<file path="config.mk">
export PLATFORM = sky130hd
export DESIGN_NAME = axi_lite_timer_responder
export DESIGN_NICKNAME = d
export VERILOG_FILES = /design/src/rtl/axi_lite_timer_responder_pkg.sv /design/src/rtl/axi_lite_timer_responder_mtime_counter.sv /design/src/rtl/axi_lite_timer_responder.sv
export SDC_FILE = /design/constraint.sdc
export NUM_CORES = 1
export LEC_CHECK = 0
export BUFFER_PORTS_ARGS = -buffer_cell sky130_fd_sc_hd__buf_4
export CORE_UTILIZATION = 30
export DETAILED_ROUTE_END_ITERATION = 7
export PLACE_DENSITY = 0.46
export SYNTH_ARGS = -nofsm -noshare
export SYNTH_HDL_FRONTEND = slang
export SYNTH_SLANG_ARGS = --single-unit
export TNS_END_PERCENT = 20
</file>
<file path="constraint.sdc">
create_clock -name clk -period 3.27 [get_ports clk]
set_clock_uncertainty 0.05 [all_clocks]
set_input_delay 0.327 -clock clk [delete_from_list [all_inputs] [get_ports clk]]
set_output_delay 0.327 -clock clk [all_outputs]
set_load 0.02 [all_outputs]
</file>
<file path="src/rtl/axi_lite_timer_responder_pkg.sv">
`default_nettype none
// +----------------------------------------------------------------------+
// | axi_lite_timer_responder_pkg                                         |
// | Shared types and helpers for the AXI4-Lite machine timer responder:  |
// | response codes, register offsets, window size and byte-strobe merge. |
// | Revision: 1.0  initial release                                       |
// +----------------------------------------------------------------------+
package axi_lite_timer_responder_pkg;

  typedef enum logic [1:0] {
    RESP_OKAY   = 2'b00,
    RESP_SLVERR = 2'b10
  } axi_resp_t;

  typedef enum logic [4:0] {
    OFF_MTIME_LO = 5'h00,
    OFF_MTIME_HI = 5'h04,
    OFF_CMP_LO   = 5'h08,
    OFF_CMP_HI   = 5'h0C,
    OFF_SCRATCH  = 5'h10,
    OFF_CTRL     = 5'h14
  } timer_reg_offset_t;

  localparam int TIMER_WINDOW_BYTES = 32;

  // Replace only the bytes whose strobe is set.
  function automatic logic [31:0] apply_wstrb(input logic [31:0] old_val,
                                              input logic [31:0] new_val,
                                              input logic [3:0]  strb);
    logic [31:0] res;
    for (int i = 0; i < 4; i++) begin
      res[i*8 +: 8] = strb[i] ? new_val[i*8 +: 8] : old_val[i*8 +: 8];
    end
    return res;
  endfunction

endpackage
`default_nettype wire

</file>
<file path="src/rtl/axi_lite_timer_responder_mtime_counter.sv">
`default_nettype none
// +----------------------------------------------------------------------+
// | mtime_counter                                                        |
// | 64-bit machine time counter. A write replaces one 32-bit half and    |
// | suppresses that cycle's increment (no carry into the other half).    |
// | Optional prescaler selected by macro AXI_TIMER_PRESCALE_EN.          |
// | Ports: clk, rst_n (async, active low), i_en (prescale build only),   |
// |        i_wr_lo/i_wr_hi/i_wdata half writes, o_mtime, o_tick.         |
// | Revision: 1.0  initial release                                       |
// +----------------------------------------------------------------------+
module mtime_counter #(
  parameter int PRESCALE = 1
) (
  input  logic        clk,
  input  logic        rst_n,
`ifdef AXI_TIMER_PRESCALE_EN
  input  logic        i_en,
`endif
  input  logic        i_wr_lo,
  input  logic        i_wr_hi,
  input  logic [31:0] i_wdata,
  output logic [63:0] o_mtime,
  output logic        o_tick
);

  logic [63:0] r_mtime;
  logic        w_tick;

`ifdef AXI_TIMER_PRESCALE_EN
  localparam int c_presc = (PRESCALE < 1) ? 1 : PRESCALE;
  localparam int c_cnt_w = $clog2(c_presc) + 1;
  localparam logic [c_cnt_w-1:0] c_cnt_max = c_cnt_w'(c_presc - 1);

  logic [c_cnt_w-1:0] r_cnt;

  // Counter is held at zero while disabled or on an mtime write so the
  // first tick after either event is a full PRESCALE period away.
  always_ff @(posedge clk or negedge rst_n) begin
    if (!rst_n) begin
      r_cnt <= '0;
    end else if (!i_en || i_wr_lo || i_wr_hi || (r_cnt == c_cnt_max)) begin
      r_cnt <= '0;
    end else begin
      r_cnt <= r_cnt + c_cnt_w'(1);
    end
  end

  assign w_tick = i_en & (r_cnt == c_cnt_max);
`else
  // Without the prescaler mtime advances every cycle; PRESCALE has no effect.
  if (PRESCALE >= 1) begin : g_tick_every_cycle
    assign w_tick = 1'b1;
  end else begin : g_tick_every_cycle_clamped
    assign w_tick = 1'b1;
  end
`endif

  always_ff @(posedge clk or negedge rst_n) begin
    if (!rst_n) begin
      r_mtime <= '0;
    end else if (i_wr_lo) begin
      r_mtime[31:0] <= i_wdata;
    end else if (i_wr_hi) begin
      r_mtime[63:32] <= i_wdata;
    end else if (w_tick) begin
      r_mtime <= r_mtime + 64'd1;
    end
  end

  assign o_mtime = r_mtime;
  assign o_tick  = w_tick;

endmodule
`default_nettype wire

</file>
<file path="src/rtl/axi_lite_timer_responder.sv">
`default_nettype none
// +----------------------------------------------------------------------+
// | axi_lite_timer_responder                                             |
// | AXI4-Lite subordinate holding mtime, mtimecmp, scratch and ctrl.en;  |
// | drives the registered machine timer interrupt.                      |
// | Ports: clk, rst_n (async, active low); AXI4-Lite AW/W/B/AR/R         |
// |        channels (s_*); timer_interrupt.                              |
// | Config macro: AXI_TIMER_PRESCALE_EN (mtime ticks every PRESCALE clk) |
// | Revision: 1.0  initial release                                       |
// +----------------------------------------------------------------------+
module axi_lite_timer_responder
  import axi_lite_timer_responder_pkg::*;
#(
  parameter logic [31:0] BASE_ADDR = 32'h6000_0000,
  parameter int          PRESCALE  = 1
) (
  input  logic        clk,
  input  logic        rst_n,
  input  logic        s_awvalid,
  output logic        s_awready,
  input  logic [31:0] s_awaddr,
  input  logic        s_wvalid,
  output logic        s_wready,
  input  logic [31:0] s_wdata,
  input  logic [3:0]  s_wstrb,
  output logic        s_bvalid,
  input  logic        s_bready,
  output logic [1:0]  s_bresp,
  input  logic        s_arvalid,
  output logic        s_arready,
  input  logic [31:0] s_araddr,
  output logic        s_rvalid,
  input  logic        s_rready,
  output logic [31:0] s_rdata,
  output logic [1:0]  s_rresp,
  output logic        timer_interrupt
);

  localparam logic [31:0] c_win_mask = ~(32'(TIMER_WINDOW_BYTES) - 32'd1);

  function automatic logic addr_err(input logic [31:0] a);
    return (a[1:0] != 2'b00) || (a[4:0] >= 5'h18) ||
           ((a & c_win_mask) != (BASE_ADDR & c_win_mask));
  endfunction

  logic        r_awready, r_wready, r_aw_held, r_w_held, r_bvalid;
  logic [31:0] r_awaddr, r_wdata;
  logic [3:0]  r_wstrb;
  axi_resp_t   r_bresp;
  logic        r_arready, r_rvalid;
  logic [31:0] r_rdata;
  axi_resp_t   r_rresp;
  logic [63:0] r_cmp;
  logic [31:0] r_scratch;
  logic        r_en;
  logic [31:0] r_snap_hi;
  logic        r_snap_valid;
  logic        r_irq;

  logic        w_aw_fire, w_w_fire, w_do_write, w_wr_err, w_wr_ok;
  logic [31:0] w_wr_addr, w_wr_data;
  logic [3:0]  w_wr_strb;
  logic [4:0]  w_wr_off, w_rd_off;
  logic        w_ar_fire, w_rd_err;
  logic [31:0] w_rd_data, w_mtime_wdata;
  logic [63:0] w_mtime;
  logic        w_tick_unused;

  assign w_aw_fire = s_awvalid & r_awready;
  assign w_w_fire  = s_wvalid & r_wready;
  // A channel arriving this cycle counts as held, so the register update
  // happens on the edge the second of AW/W is accepted.
  assign w_do_write = (r_aw_held | w_aw_fire) & (r_w_held | w_w_fire);
  assign w_wr_addr  = r_aw_held ? r_awaddr : s_awaddr;
  assign w_wr_data  = r_w_held ? r_wdata : s_wdata;
  assign w_wr_strb  = r_w_held ? r_wstrb : s_wstrb;
  assign w_wr_off   = w_wr_addr[4:0];
  assign w_wr_err   = addr_err(w_wr_addr);
  assign w_wr_ok    = w_do_write & ~w_wr_err;

  assign w_mtime_wdata = apply_wstrb((w_wr_off == OFF_MTIME_HI) ? w_mtime[63:32] : w_mtime[31:0],
                                     w_wr_data, w_wr_strb);

  mtime_counter #(.PRESCALE(PRESCALE)) u_mtime (
    .clk     (clk),
    .rst_n   (rst_n),
`ifdef AXI_TIMER_PRESCALE_EN
    .i_en    (r_en),
`endif
    .i_wr_lo (w_wr_ok && (w_wr_off == OFF_MTIME_LO)),
    .i_wr_hi (w_wr_ok && (w_wr_off == OFF_MTIME_HI)),
    .i_wdata (w_mtime_wdata),
    .o_mtime (w_mtime),
    .o_tick  (w_tick_unused)
  );

  // Write channel capture and response.
  always_ff @(posedge clk or negedge rst_n) begin
    if (!rst_n) begin
      r_awready <= 1'b1;
      r_wready  <= 1'b1;
      r_aw_held <= 1'b0;
      r_w_held  <= 1'b0;
      r_awaddr  <= '0;
      r_wdata   <= '0;
      r_wstrb   <= '0;
      r_bvalid  <= 1'b0;
      r_bresp   <= RESP_OKAY;
    end else begin
      if (w_do_write) begin
        r_aw_held <= 1'b0;
        r_w_held  <= 1'b0;
        r_bvalid  <= 1'b1;
        r_bresp   <= w_wr_err ? RESP_SLVERR : RESP_OKAY;
      end else begin
        if (w_aw_fire) begin
          r_aw_held <= 1'b1;
          r_awaddr  <= s_awaddr;
        end
        if (w_w_fire) begin
          r_w_held <= 1'b1;
          r_wdata  <= s_wdata;
          r_wstrb  <= s_wstrb;
        end
      end
      if (w_aw_fire) r_awready <= 1'b0;
      if (w_w_fire)  r_wready  <= 1'b0;
      // Readies stay low until B completes: one write outstanding.
      if (r_bvalid && s_bready) begin
        r_bvalid  <= 1'b0;
        r_awready <= 1'b1;
        r_wready  <= 1'b1;
      end
    end
  end

  // Register file (mtime lives in the counter).
  always_ff @(posedge clk or negedge rst_n) begin
    if (!rst_n) begin
      r_cmp     <= '1;
      r_scratch <= '0;
      r_en      <= 1'b0;
    end else if (w_wr_ok) begin
      case (w_wr_off)
        OFF_CMP_LO:  r_cmp[31:0]  <= apply_wstrb(r_cmp[31:0], w_wr_data, w_wr_strb);
        OFF_CMP_HI:  r_cmp[63:32] <= apply_wstrb(r_cmp[63:32], w_wr_data, w_wr_strb);
        OFF_SCRATCH: r_scratch    <= apply_wstrb(r_scratch, w_wr_data, w_wr_strb);
        OFF_CTRL:    if (w_wr_strb[0]) r_en <= w_wr_data[0];
        default:     ;
      endcase
    end
  end

  assign w_ar_fire = s_arvalid & r_arready;
  assign w_rd_off  = s_araddr[4:0];
  assign w_rd_err  = addr_err(s_araddr);

  always_comb begin
    w_rd_data = '0;
    case (w_rd_off)
      OFF_MTIME_LO: w_rd_data = w_mtime[31:0];
      OFF_MTIME_HI: w_rd_data = r_snap_valid ? r_snap_hi : w_mtime[63:32];
      OFF_CMP_LO:   w_rd_data = r_cmp[31:0];
      OFF_CMP_HI:   w_rd_data = r_cmp[63:32];
      OFF_SCRATCH:  w_rd_data = r_scratch;
      OFF_CTRL:     w_rd_data = {31'd0, r_en};
      default:      w_rd_data = '0;
    endcase
  end

  // Read channel. A lo read latches hi so a following hi read is coherent.
  always_ff @(posedge clk or negedge rst_n) begin
    if (!rst_n) begin
      r_arready    <= 1'b1;
      r_rvalid     <= 1'b0;
      r_rdata      <= '0;
      r_rresp      <= RESP_OKAY;
      r_snap_hi    <= '0;
      r_snap_valid <= 1'b0;
    end else begin
      if (w_ar_fire) begin
        r_arready <= 1'b0;
        r_rvalid  <= 1'b1;
        r_rdata   <= w_rd_err ? 32'd0 : w_rd_data;
        r_rresp   <= w_rd_err ? RESP_SLVERR : RESP_OKAY;
        if (!w_rd_err && (w_rd_off == OFF_MTIME_LO)) begin
          r_snap_hi    <= w_mtime[63:32];
          r_snap_valid <= 1'b1;
        end
        if (!w_rd_err && (w_rd_off == OFF_MTIME_HI)) begin
          r_snap_valid <= 1'b0;
        end
      end
      if (r_rvalid && s_rready) begin
        r_rvalid  <= 1'b0;
        r_arready <= 1'b1;
      end
    end
  end

  always_ff @(posedge clk or negedge rst_n) begin
    if (!rst_n) r_irq <= 1'b0;
    else        r_irq <= r_en & (w_mtime >= r_cmp);
  end

  assign s_awready       = r_awready;
  assign s_wready        = r_wready;
  assign s_bvalid        = r_bvalid;
  assign s_bresp         = r_bresp;
  assign s_arready       = r_arready;
  assign s_rvalid        = r_rvalid;
  assign s_rdata         = r_rdata;
  assign s_rresp         = r_rresp;
  assign timer_interrupt = r_irq;

endmodule
`default_nettype wire
</file>
# Word level (Yosys, flattened, before mapping)
# Cells that the tools add are included.
# classes
addsub	1
order_cmp	3
n_eq_ne	13
muxes	32
n_bitwise	10
n_reduce_logical	39
# op_table
cell	n
$mux W32	8
$pmux W32 S6	1
$add A64 B1 Y64 const B	1
$ge A64 B64 Y1	1
$ne A27 B26 Y1 const B	2
$reduce_and A3 Y1	13
$mux W8	4
$eq A5 B4 Y1 const B	4
$eq A5 B5 Y1 const B	4
$reduce_bool A2 Y1	9
$mux W1	16
$eq A5 B3 Y1 const B	2
$ge A5 B5 Y1 const B	2
$logic_not A5 Y1	2
$reduce_and A2 Y1	4
$and A1 B1 Y1	6
$logic_and A1 B1 Y1	6
$logic_or A1 B1 Y1	4
$mux W2	2
$mux W4	1
$ne A2 B1 Y1 const B	1
$not A1 Y1	2
$or A1 B1 Y1	2
$logic_not A1 Y1	1
# word_totals
regBits	306
input_bits	107
out_inout_bits	42
word_cells	129

# Longest topological paths before layout
# depth
word_depth	9
ltp_mapped	10
ltp_nobuf	9

# Modules after synthesis
# From an unflattened synthesis, not the netlist that was laid out.
# hier_totals
hier_cells	1677
hier_area_um2	17331.6
# by_module_without_submodules
module	instances	cells_each	area_per_inst_um2	seq_area_each_um2
axi_lite_timer_responder	1	1187	13206.4	6089.6
mtime_counter	1	490	4125.2	1601.5

# Worst setup path after synthesis
# No wires, ideal clock.
# synth_timing
path_kind	register -> register
startpoint	register r_wready, in the netlist s_wready
endpoint	register r_scratch[10]
setup_ns	0.125
arrival_time_ns	2.560
required_time_ns	3.095
path_slack_ns	0.535
path_stages_with_launch	9
path_buffers	1
synth_period_minus_slack_ns	2.735
cell_sequence	dfstp_2 -> a21oi_1 -> or2_2 -> nor4_4 -> o21ai_2 -> or3_1 -> or3_1 -> buf_6 -> mux2_4
# synth_between
elab_chain_len	5
# synth_lines
element	line_no	source
start, declared	axi_lite_timer_responder.sv:46	logic r_awready, r_wready, r_aw_held, r_w_held, r_bvalid;
start signal, assigned	axi_lite_timer_responder.sv:101	r_wready <= 1'b1;
start signal, assigned	axi_lite_timer_responder.sv:127	if (w_w_fire) r_wready <= 1'b0;
start signal, assigned	axi_lite_timer_responder.sv:132	r_wready <= 1'b1;
$and A1 B1 Y1	axi_lite_timer_responder.sv:70	assign w_w_fire = s_wvalid & r_wready;
$or A1 B1 Y1	axi_lite_timer_responder.sv:73	assign w_do_write = (r_aw_held | w_aw_fire) & (r_w_held | w_w_fire);
$and A1 B1 Y1	axi_lite_timer_responder.sv:73	
$and A1 B1 Y1	axi_lite_timer_responder.sv:79	assign w_wr_ok = w_do_write & ~w_wr_err;
$reduce_and A3 Y1 (no line)	n/a	
end signal, assigned	axi_lite_timer_responder.sv:147	OFF_SCRATCH: r_scratch <= apply_wstrb(r_scratch, w_wr_data, w_wr_strb);
end, declared	axi_lite_timer_responder.sv:54	logic [31:0] r_scratch;
# No other way between the ends.
# A chain may end at the register's enable or synchronous reset.

# Worst setup path in the final report
# layout_timing
startpoint	register u_mtime.r_mtime[0], in the netlist u_mtime.o_mtime[0]
endpoint	register u_mtime.r_mtime[62], in the netlist u_mtime.o_mtime[62]
# layout_between
elab_chain_len	2
# layout_lines
element	line_no	source
start, declared	axi_lite_timer_responder_mtime_counter.sv:26	logic [63:0] r_mtime;
start signal, assigned	axi_lite_timer_responder_mtime_counter.sv:62	r_mtime[31:0] <= i_wdata;
start signal, assigned	axi_lite_timer_responder_mtime_counter.sv:66	r_mtime <= r_mtime + 64'd1;
$add A64 B1 Y64	axi_lite_timer_responder_mtime_counter.sv:66	
$mux W32	axi_lite_timer_responder_mtime_counter.sv:63	end else if (i_wr_hi) begin
# No other way between the ends.

==> reports/metrics.cfg <==
[outcome]
outcome=finished, final reports clean

[finish]
post-route-util=0.383
drive_gt1_frac=0.311
n_fill_cell=5785
design_area_um2=22100
diodes=0
area_growth_pct=26.2
nets=2173
final_cells=2796

[pwr]
power.net_switching_mw=2.97
p_comb_frac=0.178
clkPwrFrac=0.407
p_leak_nw=9.56
p_int_mw=7.70
pwr-share-seq=0.416
ir_drop_v=0.000311
p_per_area_nw_per_um2=483
power.share.switching=0.278

[timing]
maxSlewViolCount=0
max_freq_mhz=325
rsz0062_at_grt=no
timing.final.crit_share=0.941
finalSetupViolCount=0
finalSetupTns_ps=0
maxSlewHeadroom=0.433
timing.final.ws_setup_ps=192
worst_pin_slew_ps=848
period_needed_ps=3080
final-hold-violation-count=0

[die]
start_util=0.303
die_area_um2=59300
die_y_um=244
die_width_um=244
ios=149
fp-row-count=88
core-area_um2=57700

[worst_hold_path]
min_path_type=input pin to flop
holdPathEnd=s_rresp[1]
min_delay_path_depth=6
min-delay-start=s_araddr[31]

[clock_tree]
clockRootBuffer=clkbuf_16
cts_tree=built
cts_sinks=304
clk_latency_ps=550
clock_path_buffers=3
clk_pin_slew_ps=50
cts_buffers=40
htreeDepth=2

[critical_path]
crit_arrival_ps=3430
cp_top_family=simple AND/OR/NAND/NOR gates
critPathKind=flop to flop
cpPeakStageDelay_ps=550
worstPathRequired_ps=3620
r2r-start=u_mtime.o_mtime[0]
r2r_cells=8
path_buf_inv=0
setup.worst_path.start_class=flop
cp_slowest_cell=or4_4
cp_max_fo=6
crit_chain=ha_1 -> and3_1 -> nand4_1 -> or4_4 -> or3_1 -> nand2b_1 -> o32ai_1 -> a21oi_1
r2r_end=u_mtime.o_mtime[62]
end_kind=flop
rrSetupSlack_ps=190

[yosys]
syn_area_um2=17500
ys.flop_type=dfrtp_1
async_reset_ff_frac=1.00
ys_ff_latch=304
syn_avg_cell_area_um2=9.99
synth_warnings=0
ys_types=67
postSynthCellCount=1753
synth_edf_count=0
yosysSeqAreaShare=0.439

[global_routing]
antenna_found_initial=1
grt-ovfl-total=0
grt_first_pass_wirelength_um=91500
grt_max_degree=122
grt_pass1_vias=15400
grt_usage=0.197

[place]
portBuffers=146
placed_cell_area_um2=20000
place_inst=2646
gp_congestion=0.903
dp_slack_ps=-4.18
dp_hpwl_um=41700

[route]
drc=0
first_iter_violations=1053
first_pass_iters=5
vias=14900
wl_um=58100
drtAntennaViolNets=0
viasPerCell=5.31
wl_per_cell_um=20.8

[run]
maxCapViolations=0

[power groups by stage]
stage          Combinational [mW]  Sequential [mW]  Clock (mW)
2_1_floorplan                1.13             4.43           0
4_1_cts                      1.93             4.44        4.47
3_3_place_gp                 1.82             4.47           0
6_report                     1.89             4.43        4.34
3_5_place_dp                 1.85             4.50           0
5_1_grt                      2.07             4.49        4.62
[sequential cells by signal, summed over array words and instances (netlist names), 4 cells and up]
name	flops
r_wdata	32
r_cmp	64
u_mtime.o_mtime	64
s_rdata	32
r_awaddr	32
r_scratch	32
r_snap_hi	32
r_wstrb	4
[worst max-delay path by stage]
| stage | start | end | slack (ps) | depth (start not counted) |
|---|---|---|---|---|
| after floorplan | s_wready | r_scratch[10] | 540 | 8 |
| after global placement | r_aw_held | r_scratch[12] | 50 | 6 |
| after detailed placement | r_aw_held | r_scratch[9] | -4 | 6 |
| after CTS | r_aw_held | r_scratch[0] | 40 | 6 |
| after global routing | u_mtime.o_mtime[0] | u_mtime.o_mtime[58] | 70 | 8 |
| final | u_mtime.o_mtime[0] | u_mtime.o_mtime[62] | 190 | 8 |
[repair_timing]
item | CTS | global route
endpoints found under the hold margin | 122 | 0
setup buffers | 0 | 1
pin swaps | 0 | 2
hold buffers | 77 | 0
setup endpoints to repair | 2 | 60
resized for setup | 2 | 6
[worst register-to-register path: cells and delay by family (launching register included)]
kind	cells	cell delay [ps]
AO/OA/AOI/OAI	2	370
flip-flops	1	430
adder cells (fa/ha/maj)	1	220
AND/OR/NAND/NOR	5	1860
[layout make-up]
class / count / area [µm²] / area share
Multi-Input combinational cell: 1256 / 9150 / 0.414
Sequential cell: 304 / 7700 / 0.348
Timing Repair Buffer: 314 / 2700 / 0.122
Clock buffer: 63 / 1180 / 0.0534
Tap cell: 765 / 957 / 0.0433
Inverter: 85 / 319 / 0.0144
Clock inverter: 9 / 97.6 / 0.00442
[stage by stage]
stage	hold WS [ps]	power, mW
after global placement	266	6.29
after CTS	251	10.8
final	274	10.7
after floorplan	-18.6	5.56
after global routing	318	11.2
after detailed placement	277	6.34
[kinds of logic after synthesis]
kind of cell,synth area share
and+or+nand+nor,0.142
DFF,0.439
AOI/OAI and AO/OA,0.155
other,0.000214
buffers and inverters,0.0445
adders and majority gates,0.0465
muxes,0.172
[cell usage after synthesis, types with 15 or more instances]
| master | n | area [µm²] |
|---|---|---|
| a21oi_1 | 123 | 616 |
| a221o_1 | 30 | 300 |
| a221oi_1 | 31 | 272 |
| a31oi_1 | 38 | 238 |
| and3_1 | 15 | 93.8 |
| clkbuf_1 | 88 | 330 |
| dfrtp_1 | 237 | 5930 |
| dfstp_2 | 67 | 1760 |
| ha_1 | 65 | 813 |
| inv_1 | 85 | 319 |
| mux2_2 | 189 | 2130 |
| mux2_4 | 32 | 480 |
| mux2i_1 | 41 | 410 |
| nand2_1 | 176 | 661 |
| nand3_1 | 46 | 230 |
| nand4_1 | 36 | 225 |
| nor2_1 | 124 | 465 |
| nor3_1 | 16 | 80.1 |
| nor4_1 | 16 | 100 |
| o21ai_0 | 118 | 591 |
| o22ai_1 | 22 | 138 |
[per-layer routing]
metal	global-route usage	wire length (µm)
met5	0	0
met4	0.0608	1480
met3	0.0231	2470
met2	0.325	27400
met1	0.269	26700
[cell usage in the layout, fill, tap and decap left out, types with 22 or more instances in the layout]
cell type	count
dfstp_2	67
dfrtp_1	233
ha_1	65
clkbuf_16	41
nor2_1	123
mux2_4	32
nand3_1	46
a21oi_1	123
a221oi_1	31
o22ai_1	22
nand4_1	36
buf_4	225
mux2i_1	37
nand2_1	176
o21ai_0	118
mux2_2	189
a31oi_1	37
inv_1	85
dlygate4sd3_1	77
a221o_1	30
Power figures use the tool's default switching activity.
